`src/rtl/multicycle_control_fsm.sv`:
```
// multicycle_control_fsm
// ----------------------
// Main control state machine for the multicycle RV32I datapath. It sequences
// fetch, decode, execute, memory and writeback over several cycles. One ALU
// and one unified memory port are shared across these steps. A memory access
// is held in place until mem_ready completes it.
//
// Optional feature macro: ILLEGAL_TRAP_EN
//   When defined, an unrecognised opcode in DECODE enters TRAP. TRAP raises
//   the extra `trap` output and stays there until reset. When undefined, an
//   unrecognised opcode behaves as a NOP (DECODE -> FETCH, no writes).
//
// Ports:
//   clk        in   system clock, rising edge
//   rst_n      in   asynchronous active-low reset
//   opcode     in   instr[6:0] from the IR
//   funct3     in   instr[14:12] from the IR
//   ALU_flags  in   [0]=Z, [1]=N (signed lt), [2]=C (unsigned lt)
//   mem_ready  in   memory completes the current access this cycle
//   PCWrite    out  PC register enable
//   AdrSrc     out  memory address select: 0=PC, 1=ALUOut
//   MemWrite   out  memory write strobe
//   IRWrite    out  IR/OldPC load enable
//   ResultSrc  out  00=ALUOut, 01=MemData, 10=ALUResult
//   ALUSrcA    out  00=PC, 01=OldPC, 10=rs1
//   ALUSrcB    out  00=rs2, 01=Imm, 10=const 4
//   ALU_op     out  00=add, 01=sub/compare, 10=funct-decoded
//   ImmSrc     out  00=I, 01=S, 10=B, 11=J (decoded from opcode)
//   RegWrite   out  register file write enable
//   trap       out  (ILLEGAL_TRAP_EN only) 1 while in TRAP
//   state      out  current state, for debug

module multicycle_control_fsm #(
    parameter int STATE_W = 4
) (
    input  logic               clk,
    input  logic               rst_n,
    input  logic [6:0]         opcode,
    input  logic [2:0]         funct3,
    input  logic [2:0]         ALU_flags,
    input  logic               mem_ready,
    output logic               PCWrite,
    output logic               AdrSrc,
    output logic               MemWrite,
    output logic               IRWrite,
    output logic [1:0]         ResultSrc,
    output logic [1:0]         ALUSrcA,
    output logic [1:0]         ALUSrcB,
    output logic [1:0]         ALU_op,
    output logic [1:0]         ImmSrc,
    output logic               RegWrite,
`ifdef ILLEGAL_TRAP_EN
    output logic               trap,
`endif
    output logic [STATE_W-1:0] state
);

    // State encoding
    localparam logic [STATE_W-1:0] S_FETCH    = STATE_W'(0);
    localparam logic [STATE_W-1:0] S_DECODE   = STATE_W'(1);
    localparam logic [STATE_W-1:0] S_MEMADR   = STATE_W'(2);
    localparam logic [STATE_W-1:0] S_MEMREAD  = STATE_W'(3);
    localparam logic [STATE_W-1:0] S_MEMWB    = STATE_W'(4);
    localparam logic [STATE_W-1:0] S_MEMWRITE = STATE_W'(5);
    localparam logic [STATE_W-1:0] S_EXECR    = STATE_W'(6);
    localparam logic [STATE_W-1:0] S_EXECI    = STATE_W'(7);
    localparam logic [STATE_W-1:0] S_ALUWB    = STATE_W'(8);
    localparam logic [STATE_W-1:0] S_JAL      = STATE_W'(9);
    localparam logic [STATE_W-1:0] S_BRANCH   = STATE_W'(10);
`ifdef ILLEGAL_TRAP_EN
    localparam logic [STATE_W-1:0] S_TRAP     = STATE_W'(11);
`endif

    // RV32I major opcodes handled by this controller
    localparam logic [6:0] OP_LOAD   = 7'b0000011;
    localparam logic [6:0] OP_STORE  = 7'b0100011;
    localparam logic [6:0] OP_RTYPE  = 7'b0110011;
    localparam logic [6:0] OP_ITYPE  = 7'b0010011;
    localparam logic [6:0] OP_JAL    = 7'b1101111;
    localparam logic [6:0] OP_BRANCH = 7'b1100011;

    // Mux select encodings
    localparam logic [1:0] RES_ALUOUT  = 2'b00;
    localparam logic [1:0] RES_MEMDATA = 2'b01;
    localparam logic [1:0] RES_ALURES  = 2'b10;
    localparam logic [1:0] SRCA_PC     = 2'b00;
    localparam logic [1:0] SRCA_OLDPC  = 2'b01;
    localparam logic [1:0] SRCA_RS1    = 2'b10;
    localparam logic [1:0] SRCB_RS2    = 2'b00;
    localparam logic [1:0] SRCB_IMM    = 2'b01;
    localparam logic [1:0] SRCB_FOUR   = 2'b10;
    localparam logic [1:0] ALU_ADD     = 2'b00;
    localparam logic [1:0] ALU_SUB     = 2'b01;
    localparam logic [1:0] ALU_FUNCT   = 2'b10;

    logic [STATE_W-1:0] state_q;
    logic [STATE_W-1:0] state_d;

    // Unqualified write enables; reset gating is applied at the outputs
    logic pc_write_c;
    logic ir_write_c;
    logic mem_write_c;
    logic reg_write_c;

    // Branch condition from the compare flags, selected by funct3.
    // funct3 010/011 are not branch encodings and never take.
    function automatic logic branch_taken(input logic [2:0] f3,
                                          input logic [2:0] flags);
        logic z;
        logic n;
        logic c;
        z = flags[0];
        n = flags[1];
        c = flags[2];
        case (f3)
            3'b000:  branch_taken = z;
            3'b001:  branch_taken = !z;
            3'b100:  branch_taken = n;
            3'b101:  branch_taken = !n;
            3'b110:  branch_taken = c;
            3'b111:  branch_taken = !c;
            default: branch_taken = 1'b0;
        endcase
    endfunction

    // Next-state logic
    always_comb begin
        state_d = S_FETCH;
        case (state_q)
            S_FETCH: begin
                state_d = mem_ready ? S_DECODE : S_FETCH;
            end
            S_DECODE: begin
                case (opcode)
                    OP_LOAD,
                    OP_STORE:  state_d = S_MEMADR;
                    OP_RTYPE:  state_d = S_EXECR;
                    OP_ITYPE:  state_d = S_EXECI;
                    OP_JAL:    state_d = S_JAL;
                    OP_BRANCH: state_d = S_BRANCH;
`ifdef ILLEGAL_TRAP_EN
                    default:   state_d = S_TRAP;
`else
                    // Unrecognised opcode retires as a NOP
                    default:   state_d = S_FETCH;
`endif
                endcase
            end
            S_MEMADR: begin
                state_d = (opcode == OP_LOAD) ? S_MEMREAD : S_MEMWRITE;
            end
            S_MEMREAD: begin
                state_d = mem_ready ? S_MEMWB : S_MEMREAD;
            end
            S_MEMWB: begin
                state_d = S_FETCH;
            end
            S_MEMWRITE: begin
                state_d = mem_ready ? S_FETCH : S_MEMWRITE;
            end
            S_EXECR: begin
                state_d = S_ALUWB;
            end
            S_EXECI: begin
                state_d = S_ALUWB;
            end
            S_ALUWB: begin
                state_d = S_FETCH;
            end
            S_JAL: begin
                // rd <= OldPC + 4 is written through ALUWB
                state_d = S_ALUWB;
            end
            S_BRANCH: begin
                state_d = S_FETCH;
            end
`ifdef ILLEGAL_TRAP_EN
            S_TRAP: begin
                // Only reset leaves TRAP
                state_d = S_TRAP;
            end
`endif
            default: begin
                // Unused encodings recover to FETCH
                state_d = S_FETCH;
            end
        endcase
    end

    always_ff @(posedge clk or negedge rst_n) begin
        if (!rst_n) begin
            state_q <= S_FETCH;
        end else begin
            state_q <= state_d;
        end
    end

    // Output decode: Moore, except the FETCH handshake and the branch PC load
    always_comb begin
        pc_write_c  = 1'b0;
        ir_write_c  = 1'b0;
        mem_write_c = 1'b0;
        reg_write_c = 1'b0;
        AdrSrc      = 1'b0;
        ResultSrc   = 2'b00;
        ALUSrcA     = 2'b00;
        ALUSrcB     = 2'b00;
        ALU_op      = 2'b00;
        case (state_q)
            S_FETCH: begin
                // PC+4 on the ALU; PC and IR load together when the read lands
                AdrSrc     = 1'b0;
                ALUSrcA    = SRCA_PC;
                ALUSrcB    = SRCB_FOUR;
                ALU_op     = ALU_ADD;
                ResultSrc  = RES_ALURES;
                pc_write_c = mem_ready;
                ir_write_c = mem_ready;
            end
            S_DECODE: begin
                // Speculative branch/jump target into ALUOut
                ALUSrcA = SRCA_OLDPC;
                ALUSrcB = SRCB_IMM;
                ALU_op  = ALU_ADD;
            end
            S_MEMADR: begin
                ALUSrcA = SRCA_RS1;
                ALUSrcB = SRCB_IMM;
                ALU_op  = ALU_ADD;
            end
            S_MEMREAD: begin
                AdrSrc = 1'b1;
            end
            S_MEMWB: begin
                ResultSrc   = RES_MEMDATA;
                reg_write_c = 1'b1;
            end
            S_MEMWRITE: begin
                // Held level while stalled so the memory sees a stable strobe
                AdrSrc      = 1'b1;
                mem_write_c = 1'b1;
            end
            S_EXECR: begin
                ALUSrcA = SRCA_RS1;
                ALUSrcB = SRCB_RS2;
                ALU_op  = ALU_FUNCT;
            end
            S_EXECI: begin
                ALUSrcA = SRCA_RS1;
                ALUSrcB = SRCB_IMM;
                ALU_op  = ALU_FUNCT;
            end
            S_ALUWB: begin
                ResultSrc   = RES_ALUOUT;
                reg_write_c = 1'b1;
            end
            S_JAL: begin
                // PC takes the target from ALUOut while the ALU forms OldPC+4
                ALUSrcA    = SRCA_OLDPC;
                ALUSrcB    = SRCB_FOUR;
                ALU_op     = ALU_ADD;
                ResultSrc  = RES_ALUOUT;
                pc_write_c = 1'b1;
            end
            S_BRANCH: begin
                ALUSrcA    = SRCA_RS1;
                ALUSrcB    = SRCB_RS2;
                ALU_op     = ALU_SUB;
                ResultSrc  = RES_ALUOUT;
                pc_write_c = branch_taken(funct3, ALU_flags);
            end
            default: begin
                // TRAP and unused encodings: everything idle
            end
        endcase
    end

    // Write enables are forced low for as long as reset is held
    assign PCWrite  = rst_n & pc_write_c;
    assign IRWrite  = rst_n & ir_write_c;
    assign MemWrite = rst_n & mem_write_c;
    assign RegWrite = rst_n & reg_write_c;

    // Immediate format follows the opcode directly
    always_comb begin
        case (opcode)
            OP_STORE:  ImmSrc = 2'b01;
            OP_BRANCH: ImmSrc = 2'b10;
            OP_JAL:    ImmSrc = 2'b11;
            default:   ImmSrc = 2'b00;
        endcase
    end

`ifdef ILLEGAL_TRAP_EN
    assign trap = (state_q == S_TRAP);
`endif

    assign state = state_q;

endmodule

```
`config.mk`:
```
export PLATFORM = sky130hd
export DESIGN_NAME = multicycle_control_fsm
export DESIGN_NICKNAME = d
export VERILOG_FILES = /design/src/rtl/multicycle_control_fsm.sv
export SDC_FILE = /design/constraint.sdc
export NUM_CORES = 1
export LEC_CHECK = 0
export ABC_AREA = 1
export CAP_MARGIN = 15
export CORE_MARGIN = 4
export CORE_UTILIZATION = 30
export DETAILED_ROUTE_END_ITERATION = 8
export GPL_TIMING_DRIVEN = 1
export PLACE_DENSITY = 0.7
export SLEW_MARGIN = 10
export SYNTH_ARGS = -nofsm -noshare
export SYNTH_HDL_FRONTEND = slang
export SYNTH_SLANG_ARGS = --single-unit
```
`constraint.sdc`:
```
create_clock -name clk -period 1.4 [get_ports clk]
set_input_delay 0.21 -clock clk [delete_from_list [all_inputs] [get_ports clk]]
set_output_delay 0.21 -clock clk [all_outputs]
set_load 0.05 [all_outputs]
```
==> results of run 1 <==
repair_timing:
| action | 4_1_cts |
|---|---|
| setup buffers | 11 |
| endpoints found under the setup margin | 15 |
| hold buffers | 0 |
| endpoints found under the hold margin | 0 |
| pin swaps | 14 |
| gates resized for setup | 38 |
through the flow:
stage	hold slack, ns	setup slack, ns
floorplan	-0.0856	-0.422
global placement	0.523	-0.237
detailed placement	0.525	-0.254
CTS	0.260	-0.290
cell families after synthesis:
| family | Yosys count | synth area share [%] |
|---|---|---|
| flops | 4 | 19.8 |
| buf+inv | 20 | 14.8 |
| simple gates | 56 | 51.9 |
| compound gates | 9 | 11.6 |
| mux | 1 | 1.98 |
==> qor.csv, run 1 <==
stage;metric;value;unit
synth;synth_most_common_cell;nand2_1;
synth;netlist_area;507;µm²
floorplan;rows;14;
synth;synthTopCellsByCount;nand2_1, inv_1, nor2_1, nand3_1, dfrtp_1;
synth;synth-edff-count;0;
synth;ys_types;21;
synth;synth.yosys.seq_area_share;19.8;%
synth;yosysTopAreaCellShare;19.8;%
floorplan;io_pins;35;
synth;synth_ff_type;dfrtp_1;
synth;synth.top_cells.by_area;dfrtp_1, nand2_1, inv_1, nor2_1, nand3_1;
synth;synth_fp_nets;106;
clock_tree;numCtsBuffers;3;
clock_tree;root_buffer;clkbuf_4;
synth;netlist_instances;90;
run_status;status;stopped before the end;
place;place_congestion;0.854;
place;place_hpwl;1940;µm
clock_tree;cts.htree.levels;1;
floorplan;die_y;49.1;µm
clock_tree;cts.sinks;4;
run_status;stop_stage;5_1_grt;
sta;worstEpCategory;output port;
run_status;stop_error;[ERROR DPL-0038] Utilization greater than 100%, impossible to legalize;
sta;grt-worst-endpoint;PCWrite;
synth;async_flop_share;100;%
floorplan;die_width;49.1;µm
place;io_buffer_count;34;
place;post_dp_cell_area;1320;µm²
clock_tree;cts_buffer_depth;2;
synth;synth_area_leader_cell;dfrtp_1;
synth;synth.avg_cell_area;5.63;µm²
floorplan;initial_core_util;32.5;%
grt;grt_max_degree;5;
synth;yosys_register_bits;4;
synth;synth_warnings;0;
place;place_inst;165;
==> run 2, diff against run 1 <==
Settings changed: CORE_AREA set to 4 4 65 67, CORE_MARGIN 4 to not set, CORE_UTILIZATION 30 to not set, DIE_AREA set to 0 0 69 71, PLACE_DENSITY 0.7 to not set, PLACE_DENSITY_LB_ADDON set to 0.15.
==> run 2 against run 1 <==
The flow now finishes, with violations (setup timing). Synthesized area is the same. Synthesized cell count stayed put.
==> qor.csv, run 2 <==
stage;metric;value;unit
run_status;status;complete, but fails checks;
run_status;failed_checks;setup timing;
routing;drtIter0Drc;11;
floorplan;initial_core_util;13.9;%
setup_path;cp_slowest_cell;clkdlybuf4s50_1;
setup_path;path_buf_inv;2;
clock_tree;numCtsBuffers;3;
synth;yosysTopAreaCellShare;19.8;%
sta;hold_violations;0;
final_layout;nNetsFinal;192;
routing;avgViaCountPerCell;3.88;
clock_tree;cts.htree.levels;1;
setup_path;critical_path_arrival;1.42;ns
setup_path;endpoint_kind;output port;
setup_path;critPathKind;input pin to output port;
power;power_density;523;nW/µm²
clock_tree;cts.sinks;4;
setup_path;cp-start-kind;input pin;
place;place_inst;202;
run;cap_violations;0;
synth;netlist_area;507;µm²
sta;finalCriticalPeriod;1.63;ns
floorplan;io_pins;35;
synth;ys_types;21;
place;place_hpwl;1830;µm
synth;synth_warnings;0;
setup_path;crit_fanout;4;
final_layout;drive_above_1_share;69.0;%
floorplan;die_y;71;µm
final_layout;largest_reg_flops;4;
floorplan;die_area;4900;µm²
setup_path;crit_family;buffers and inverters;
clock_tree;cts_buffer_depth;2;
routing;antenna_left;0;
synth;synth.top_cells.by_area;dfrtp_1, nand2_1, inv_1, nor2_1, nand3_1;
clock_tree;clock_latency;0.21;ns
synth;synth.avg_cell_area;5.63;µm²
setup_path;critPathMaxStageDelay;0.46;ns
sta;final_max_slew_viol_count;0;
sta;tightest_slew;0.248;ns
final_layout;fillers;377;
final_layout;area_delta_synth_final;239;%
synth;yosys_register_bits;4;
sta;finalSetupViolCount;13;
power;ir_drop;0.222;mV
clock_tree;root_buffer;clkbuf_8;
synth;synth-edff-count;0;
floorplan;rows;22;
synth;synthTopCellsByCount;nand2_1, inv_1, nor2_1, nand3_1, dfrtp_1;
place;place_congestion;0.713;
sta;slew-limit-headroom;83.4;%
sta;fin_crit_sh;116;%
sta;final.setup_skew;0.00216;ns
sta;max_freq;615;MHz
grt;track_usage;9.89;%
place;io_buffer_count;34;
power;power.leakage;0.814;nW
clock_tree;cts_tree;built;
final_layout;final_common_cell;buf_4;
synth;netlist_instances;90;
synth;synth_area_leader_cell;dfrtp_1;
final_layout;mostFrequentLayoutCells;buf_4, buf_12, nand2_1;
place;post_dp_cell_area;1400;µm²
setup_path;path_cells;clkdlybuf4s50_1, or2_2, nand4_1, nand2_1, nand2_2, a21oi_4, buf_12;
grt;grt_max_degree;5;
hold_path;hold_class;input pin to async pin;
sta;rsz0062_at_grt;yes;
setup_path;cp.required;1.19;ns
synth;synth_fp_nets;106;
grt;grt_pass1_vias;956;
sta;fin_ws;-0.227;ns
floorplan;die_width;69;µm
grt;grt_first_pass_wirelength;4100;µm
synth;synth_ff_type;dfrtp_1;
grt;grt_overflow_total;0;
final_layout;final_area;1720;µm²
place;dp_slack;-0.289;ns
routing;vias;862;
synth;synth.yosys.seq_area_share;19.8;%
grt;antenna_found_initial;0;
routing;drt_first_pass_iters;4;
final_layout;final_cells;222;
final_layout;num_antenna_cells;0;
floorplan;core_region_area;3630;µm²
routing;drt_drc_violations_left;0;
synth;synth_most_common_cell;nand2_1;
clock_tree;path_clk_slew;0.03;ns
routing;wl_per_cell;10.8;µm
synth;async_flop_share;100;%
sta;worst_hold_slack;0.298;ns
routing;drt_wl_total;2400;µm
## run 2: cell type report
| class | count | area (µm²) | share of cell area, % |
|---|---|---|---|
| tap | 48 | 60.1 | 3.49 |
| inverter | 20 | 77.6 | 4.51 |
| multi-input combinational | 66 | 527 | 30.6 |
| sequential | 4 | 105 | 6.11 |
| timing repair buffer | 81 | 908 | 52.8 |
| clock buffer | 3 | 41.3 | 2.40 |
## run 2: worst register-to-register path, cell delays in order (launching register included)
cell      delay (ns)
dfrtp_2         0.43
inv_2           0.08
nand2_1         0.09
inv_2           0.08
buf_4           0.11
nand3_4         0.10
buf_4           0.16
mux2i_1         0.13
nand3b_1        0.14
## run 2: power breakdown
group          total, mW  leakage [nW]  internal [mW]  switching [mW]
clock network      0.236        0.0216          0.183          0.0535
logic              0.532         0.744          0.269           0.263
registers          0.132        0.0481          0.122         0.00952
total              0.900         0.814          0.574           0.326
## run 2: path summary, 6_finish.rpt
kind / from / to / slack [ns] / cells past startpoint
min in group clk: opcode[5] / state[1]$_DFF_PN0_ / 0.39 / 4
setup reg to reg: state[1]$_DFF_PN0_ / state[2]$_DFF_PN0_ / 0.01 / 8
hold / removal: rst_n / state[3]$_DFF_PN0_ / 0.30 / 2
max in group asynchronous: rst_n / state[0]$_DFF_PN0_ / 0.99 / 2
hold reg to reg: state[2]$_DFF_PN0_ / state[3]$_DFF_PN0_ / 0.70 / 3
setup / recovery: funct3[0] / PCWrite / -0.23 / 7
## run 2: what timing repair did
action	in CTS	in global routing
gates cloned	0	0
buffers inserted	9	10
gates resized for setup	43	16
hold buffers	0	0
pin swaps	15	7
endpoints found under the setup margin	16	15
## run 2: per-layer routing
layer | share of wire, % | up-vias | GRT usage, %
met2 | 56 | 27 | 18.8
met4 | 0 | 0 | 3.25
met3 | 4.1 | 0 | 1.42
met5 | 0 | - | 0
met1 | 40 | 381 | 11.3
li1 | - | 454 | -
## run 2: cells by family (layout without fill, tap and decap cells)
family | Yosys count | count (layout) | share of synthesized area, %
buffers and inverters | 20 | 104 | 14.8
AOI/OAI and AO/OA | 9 | 9 | 11.6
muxes | 1 | 1 | 1.98
DFF | 4 | 4 | 19.8
and+or+nand+nor | 56 | 56 | 51.9
## run 2: metrics by stage
step	TNS, ns	power (mW)	util, %
2_1_floorplan	-2.55	0.320	-
3_3_place_gp	-1.19	0.578	38.5
3_5_place_dp	-1.24	0.582	38.5
4_1_cts	-1.31	0.871	44.3
5_1_grt	-2.68	0.951	47.3
6_report	-1.80	0.900	47.3
Power figures use the tool's default switching activity.
